===== src/rtl/button_conditioner_pkg.sv =====
// Shared definitions for the push-button conditioning chain:
// default debounce parameters and the debounce FSM state encoding.
package button_conditioner_pkg;

  localparam int DEBOUNCE_CYCLES_DEF = 4;
  localparam int CNT_W_DEF           = 4;

  typedef enum logic [1:0] {
    S_Idle      = 2'd0,
    S_PressWait = 2'd1,
    S_Held      = 2'd2,
    S_RelWait   = 2'd3
  } btn_state_t;

endpackage


===== src/rtl/button_conditioner_sync_2ff.sv =====
// Two-flop synchronizer for a single asynchronous input.
// Ports: Clk, Rst (sync, active-high), D (async in), Q (synced out).
module sync_2ff (
  input  logic Clk,
  input  logic Rst,
  input  logic D,
  output logic Q
);

  logic ff1;

  always_ff @(posedge Clk) begin
    if (Rst) begin
      ff1 <= 1'b0;
      Q   <= 1'b0;
    end else begin
      ff1 <= D;
      Q   <= ff1;
    end
  end

endmodule


===== src/rtl/button_conditioner.sv =====
// Raw button -> synchronizer -> debounce FSM -> one-shot press pulse.
// Ports: Clk, Rst (sync, active-high), BtnRaw in; B pulse, Pressed level out.
module button_conditioner
  import button_conditioner_pkg::*;
#(
  parameter int DEBOUNCE_CYCLES = DEBOUNCE_CYCLES_DEF,
  parameter int CNT_W           = CNT_W_DEF
) (
  input  logic Clk,
  input  logic Rst,
  input  logic BtnRaw,
  output logic B,
  output logic Pressed
);

  if (DEBOUNCE_CYCLES < 1 ||
      DEBOUNCE_CYCLES >= (1 << CNT_W)) begin : g_bad_cfg
    $error("button_conditioner: bad DEBOUNCE_CYCLES/CNT_W");
  end

  localparam logic [CNT_W-1:0] CNT_LAST =
    CNT_W'(DEBOUNCE_CYCLES - 1);

  logic             btn_sync;
  btn_state_t       state;
  btn_state_t       state_n;
  logic [CNT_W-1:0] cnt;
  logic [CNT_W-1:0] cnt_n;
  logic             press_ok;
  logic             rel_ok;
  logic             b_n;
  logic             pressed_n;

  sync_2ff u_sync (
    .Clk (Clk),
    .Rst (Rst),
    .D   (BtnRaw),
    .Q   (btn_sync)
  );

  always_ff @(posedge Clk) begin
    if (Rst) begin
      state   <= S_Idle;
      cnt     <= '0;
      B       <= 1'b0;
      Pressed <= 1'b0;
    end else begin
      state   <= state_n;
      cnt     <= cnt_n;
      B       <= b_n;
      Pressed <= pressed_n;
    end
  end

  always_comb begin
    state_n  = state;
    cnt_n    = cnt;
    press_ok = 1'b0;
    rel_ok   = 1'b0;
    case (state)
      S_Idle: begin
        if (btn_sync) begin
          state_n = S_PressWait;
          cnt_n   = '0;
        end
      end
      S_PressWait: begin
        if (!btn_sync) begin
          state_n = S_Idle;
        end else if (cnt == CNT_LAST) begin
          state_n  = S_Held;
          press_ok = 1'b1;
        end else begin
          cnt_n = cnt + 1'b1;
        end
      end
      S_Held: begin
        if (!btn_sync) begin
          state_n = S_RelWait;
          cnt_n   = '0;
        end
      end
      S_RelWait: begin
        if (btn_sync) begin
          state_n = S_Held;
        end else if (cnt == CNT_LAST) begin
          state_n = S_Idle;
          rel_ok  = 1'b1;
        end else begin
          cnt_n = cnt + 1'b1;
        end
      end
      default: begin
        state_n = S_Idle;
        cnt_n   = '0;
      end
    endcase
  end

  // B is a one-shot: only the accepting transition raises it.
  always_comb begin
    b_n       = press_ok;
    pressed_n = Pressed;
    unique case (1'b1)
      press_ok: pressed_n = 1'b1;
      rel_ok:   pressed_n = 1'b0;
      default:  pressed_n = Pressed;
    endcase
  end

endmodule


===== config.mk =====
export PLATFORM = sky130hd
export DESIGN_NAME = button_conditioner
export DESIGN_NICKNAME = d
export VERILOG_FILES = /design/src/rtl/button_conditioner_pkg.sv /design/src/rtl/button_conditioner_sync_2ff.sv /design/src/rtl/button_conditioner.sv
export SDC_FILE = /design/constraint.sdc
export NUM_CORES = 1
export LEC_CHECK = 0
export ABC_AREA = 1
export CAP_MARGIN = 20
export CORE_AREA = 2 2 39 41
export DETAILED_ROUTE_END_ITERATION = 16
export DIE_AREA = 0 0 41 43
export PLACE_DENSITY_LB_ADDON = 0.08
export SYNTH_ARGS = -nofsm -noshare
export SYNTH_HDL_FRONTEND = slang
export SYNTH_SLANG_ARGS = --single-unit

===== constraint.sdc =====
create_clock -name Clk -period 1.4 [get_ports Clk]
set_input_delay 0.28 -clock Clk [delete_from_list [all_inputs] [get_ports Clk]]
set_output_delay 0.28 -clock Clk [all_outputs]
set_load 0.01 [all_outputs]

Yosys cells after proc, flatten, opt, wreduce, memory -nomap -nowiden --
Index checks and enable logic that the tools add are counted.
Storage, ports and cells: flip-flop bits (word level) 10, input bits 3
Cells by class: add/subtract/negate cells 1, eq/ne operators 10, muxes and demuxes 19, reduce and logical (&&, ||, !) cells 4
Operator list (count):
- 4-bit two-way mux | 5
- 4-bit one-hot mux with 4 select lines | 1
- 2-bit two-way mux | 6
- 2-bit one-hot mux with 4 select lines | 1
- 4-bit AND reduction | 2
- 1-bit two-way mux | 5
- 4-bit by 1-bit adder with 4-bit output, second input constant | 1
- 2-bit equality test, second input constant | 2
- 4-bit by 2-bit equality test with 1-bit output, second input constant | 1
- 2-bit by 1-bit inequality test with 1-bit output, second input constant | 2
- 2-bit inequality test, second input constant | 2
- 3-bit by 2-bit inequality test with 1-bit output, second input constant | 1
- 3-bit inequality test, second input constant | 1
- 2-bit by 1-bit equality test with 1-bit output, second input constant | 1
- 2-bit zero test | 1
- 1-bit one-hot mux with 2 select lines | 1
- 2-bit nonzero test | 1

Depth between registers and ports, before layout --
word-level depth 5, mapped depth 8

Cells and area by module --
A second synthesis with hierarchy kept.
Second synthesis, totals: cell total of the unflattened synthesis 62, area, all modules 460.4 um^2
By module, submodules not included:
- button_conditioner | instances 1, cells an instance 56, area each 405.4 um^2, sequential area each 160.2 um^2
- sync_2ff | instances 1, cells an instance 6, area each 55.1 um^2, sequential area each 40.0 um^2

Worst setup path before layout --
Ideal clock, no wire load.
path type register to register, start point register cnt[0], end point register cnt[0], library setup time 116 ps, data arrival time 968 ps, data required time 1284 ps, setup slack 316 ps, cell stages (with the launch flop) 9, buffers on the path 0, clock period less this slack 1084 ps, cells stage by stage dfxtp_1 ha_1 nand2_1 inv_1 nand2_4 nand2_4 inv_1 nor2_1 nor2_1
Between the ends: word-level cells in the longest chain between the ends 4
RTL lines:
- start, declared | line button_conditioner.sv:27 | logic [CNT_W-1:0] cnt;
- start signal, assigned | line button_conditioner.sv:49 | cnt <= cnt_n;
- 4-bit by 1-bit adder with 4-bit output / 4-bit by 2-bit equality test with 1-bit output (equally long branches)
- 4-bit two-way mux * | line button_conditioner.sv:70, button_conditioner.sv:86
- 4-bit two-way mux (on tied branches) | line button_conditioner.sv:84, button_conditioner.sv:68
- 4-bit one-hot mux with 4 select lines * | line button_conditioner.sv:60 | case (state)
Mark *: on every way between the ends. The rest lies on a longest branch, timed or not. The select of a mux whose other input is x is not followed. A chain may end at the register's enable or synchronous reset.

Worst setup path after layout --
Same ends and word-level chain as after synthesis.

==> flow_metrics.tcl <==
set metrics [dict create \
    die_area_mm2 0.00176 \
    crit_family "flip-flops" \
    fmax_ghz 0.844 \
    tritoncts "built" \
    layout_common_cells "14 x nand2_1, 12 x inv_1, 10 x dfxtp_1" \
    slew_headroom_pct 86.3 \
    cts_root_buf "clkbuf_4" \
    synth_area_um2 459 \
    min_from "u_sync.ff1$_SDFF_PP0_" \
    cpMaxStageDelayCell "dfxtp_1" \
    wl_met1_um 367 \
    n_antenna_cell 0 \
    fin_crit_ns 1.19 \
    rows 14 \
    status "finished clean" \
    critPathMaxStageDelay_ns 0.38 \
    gr-total-overflow 0 \
    clkPwrFrac_pct 44.5 \
    grtUsageTotal_pct 11.9 \
    synth_nets 67 \
    layout_commonest_cell "nand2_1" \
    drt-pass1-iter-count 4 \
    p_sw_share_pct 20.7 \
    crit_fanout 7 \
    setup_slack_ns 0.215 \
    fin_crit_sh_pct 84.6 \
    cp.arrival_ns 1.35 \
    grt_pass1_vias 327 \
    synth.avg_cell_area_um2 7.29 \
    cts_sinks 10 \
    wirelength_um 733 \
    preCtsSetupSlack_ns 0.116 \
    hold_path_class "reg2reg" \
    p_leak_nw 0.272 \
    holdBufCountCts 0 \
    finalSetupTns_ns 0 \
    post_drt_wl_per_cell_um 8.43 \
    p_switching_mw 0.120 \
    total_power_mw 0.580 \
    rr_startpoint "cnt[0]$_SDFFE_PP0P_" \
    tightest_slew_ns 0.204 \
    io_pins 5 \
    postCtsSetupRepairBufs 0 \
    skew_ns 0.000814 \
    hpwlAfterDp_um 572 \
    yosys-top-cells-area "dfxtp_1 44%, nand2_1 11%, inv_1 9.8%" \
    gp_congestion 0.713 \
    ys_types 17 \
    yosys_warnings 0 \
    cap_violations 0 \
    drive_gt1_share_pct 18.3 \
    rsz0062_at_grt "no" \
    internal-power_mw 0.461 \
    io_buffers 4 \
    grt_start_max_net_pins 8 \
    clockBufferDepth 2 \
    cts_inserted_buffers 3 \
    place_area_um2 522 \
    via_per_inst 4.26 \
    die_h_um 43 \
    synth_cells 63 \
    die_x_um 41 \
    clk_latency_ns 0.26 \
    comb_power_share_pct 5.1 \
    via_count 371 \
    p_per_area_mw_per_mm2 1040 \
    antenna_found_initial 0 \
    cts_htree_levels 1 \
    crit_chain "ha_1 > nand2_1 > inv_1 > nand2_4 > nand2_4 > inv_1 > nor2_1 > nor2_1" \
    met3_length_um 44 \
    startpoint "cnt[0]$_SDFFE_PP0P_" \
    startpoint_type "register" \
    cts_resized 1 \
    slew_viol_final 0 \
    drtIter0Drc 10 \
    syn2layout_area_growth_pct 21.8 \
    core-area_mm2 0.00138 \
    ant_nets 0 \
    grt_pass1_wl_um 1300 \
    layout.nets 76 \
    final_cell_area_um2 559 \
    seq_area_frac_synth_pct 43.6 \
    drc 0 \
    start_util_pct 33.2 \
    critPathRequiredTime_ns 1.56 \
    finalSetupViolCount 0 \
    crit_buf_inv 2 \
    share_seq_of_total_power_pct 50.4 \
    criticalPathCategory "reg2reg" \
    cts.reportedPaths.clkPinSlew_ns 0.07 \
    synth_seq_cells 10 \
    yosys.area.top_type "dfxtp_1" \
    route.top_layer_used "met4" \
    wl_met2_um 302 \
    whs_ns 0.406 \
    ir_drop_uv 397 \
    hold_viol 0 \
    endpoint_kind "register" \
    synth_top_area_share_pct 43.6 \
    fillers 142 \
]
==> metrics by stage <==
| stage | instances | util [%] |
|---|---|---|
| after global placement | 83 | 37.7 |
| after detailed placement | 83 | 37.7 |
| after global routing | 87 | 40.4 |
| final | 87 | 40.4 |
| after CTS | 87 | 40.2 |
| after floorplan | 63 | - |
==> cells in the mapped netlist (all sizes together) <==
library cell	instances
a211oi	1
a21oi	1
buf	1
dfxtp	10
ha	1
inv	13
nand2	17
nand3	3
nand4	1
nor2	11
nor3	1
o21ai	2
o21bai	1
==> sequential cells by signal (all words and copies together) (netlist names), named ones only <==
signal,cells
B,1
u_sync.Q,1
state,1
Pressed,1
cnt,4
u_sync.ff1,1
==> layout make-up <==
| cell class | instances | area (µm²) | share of cell area (%) |
|---|---|---|---|
| Clock buffer | 4 | 36.3 | 6.49 |
| Multi-Input combinational cell | 39 | 205 | 36.7 |
| Inverter | 13 | 48.8 | 8.72 |
| Sequential cell | 10 | 200 | 35.8 |
| Tap cell | 16 | 20.0 | 3.58 |
| Timing Repair Buffer | 5 | 48.8 | 8.72 |
==> per-layer routing <==
metal / up-vias / GRT usage [%]
met1: 157 / 14.0
li1: 203 / -
met2: 9 / 15.0
met4: 0 / 6.00
met5: - / 0
met3: 2 / 9.42
==> power groups by stage <==
stage,clock (mW),sequential [mW],combinational [mW]
after floorplan,0,0.298,0.0199
after global placement,0,0.299,0.0300
after detailed placement,0,0.299,0.0297
after CTS,0.270,0.293,0.0299
after global routing,0.288,0.293,0.0341
final,0.258,0.293,0.0296
==> path summary, 6_finish.rpt <==
path | endpoint | slack (ns) | depth (start not counted)
worst max-delay path | cnt[0]$_SDFFE_PP0P_ | 0.21 | 8
worst min-delay path | u_sync.Q$_SDFF_PP0_ | 0.41 | 2
worst max register to register | cnt[0]$_SDFFE_PP0P_ | 0.21 | 8
worst min register to register | u_sync.Q$_SDFF_PP0_ | 0.41 | 2
==> tightest hold or removal path: cells and delay by family, from the launching register on <==
family	cells	cell delay, ns
flops	1	0.30
simple gates	1	0.03
buf+inv	1	0.04
==> logic make-up after synthesis <==
group,Yosys count,share of synthesized area (%)
flops,10,43.6
compound gates,5,7.36
buf+inv,14,11.7
fa+ha+maj,1,2.72
simple gates,33,34.6
(Power assumes the default switching activity.)
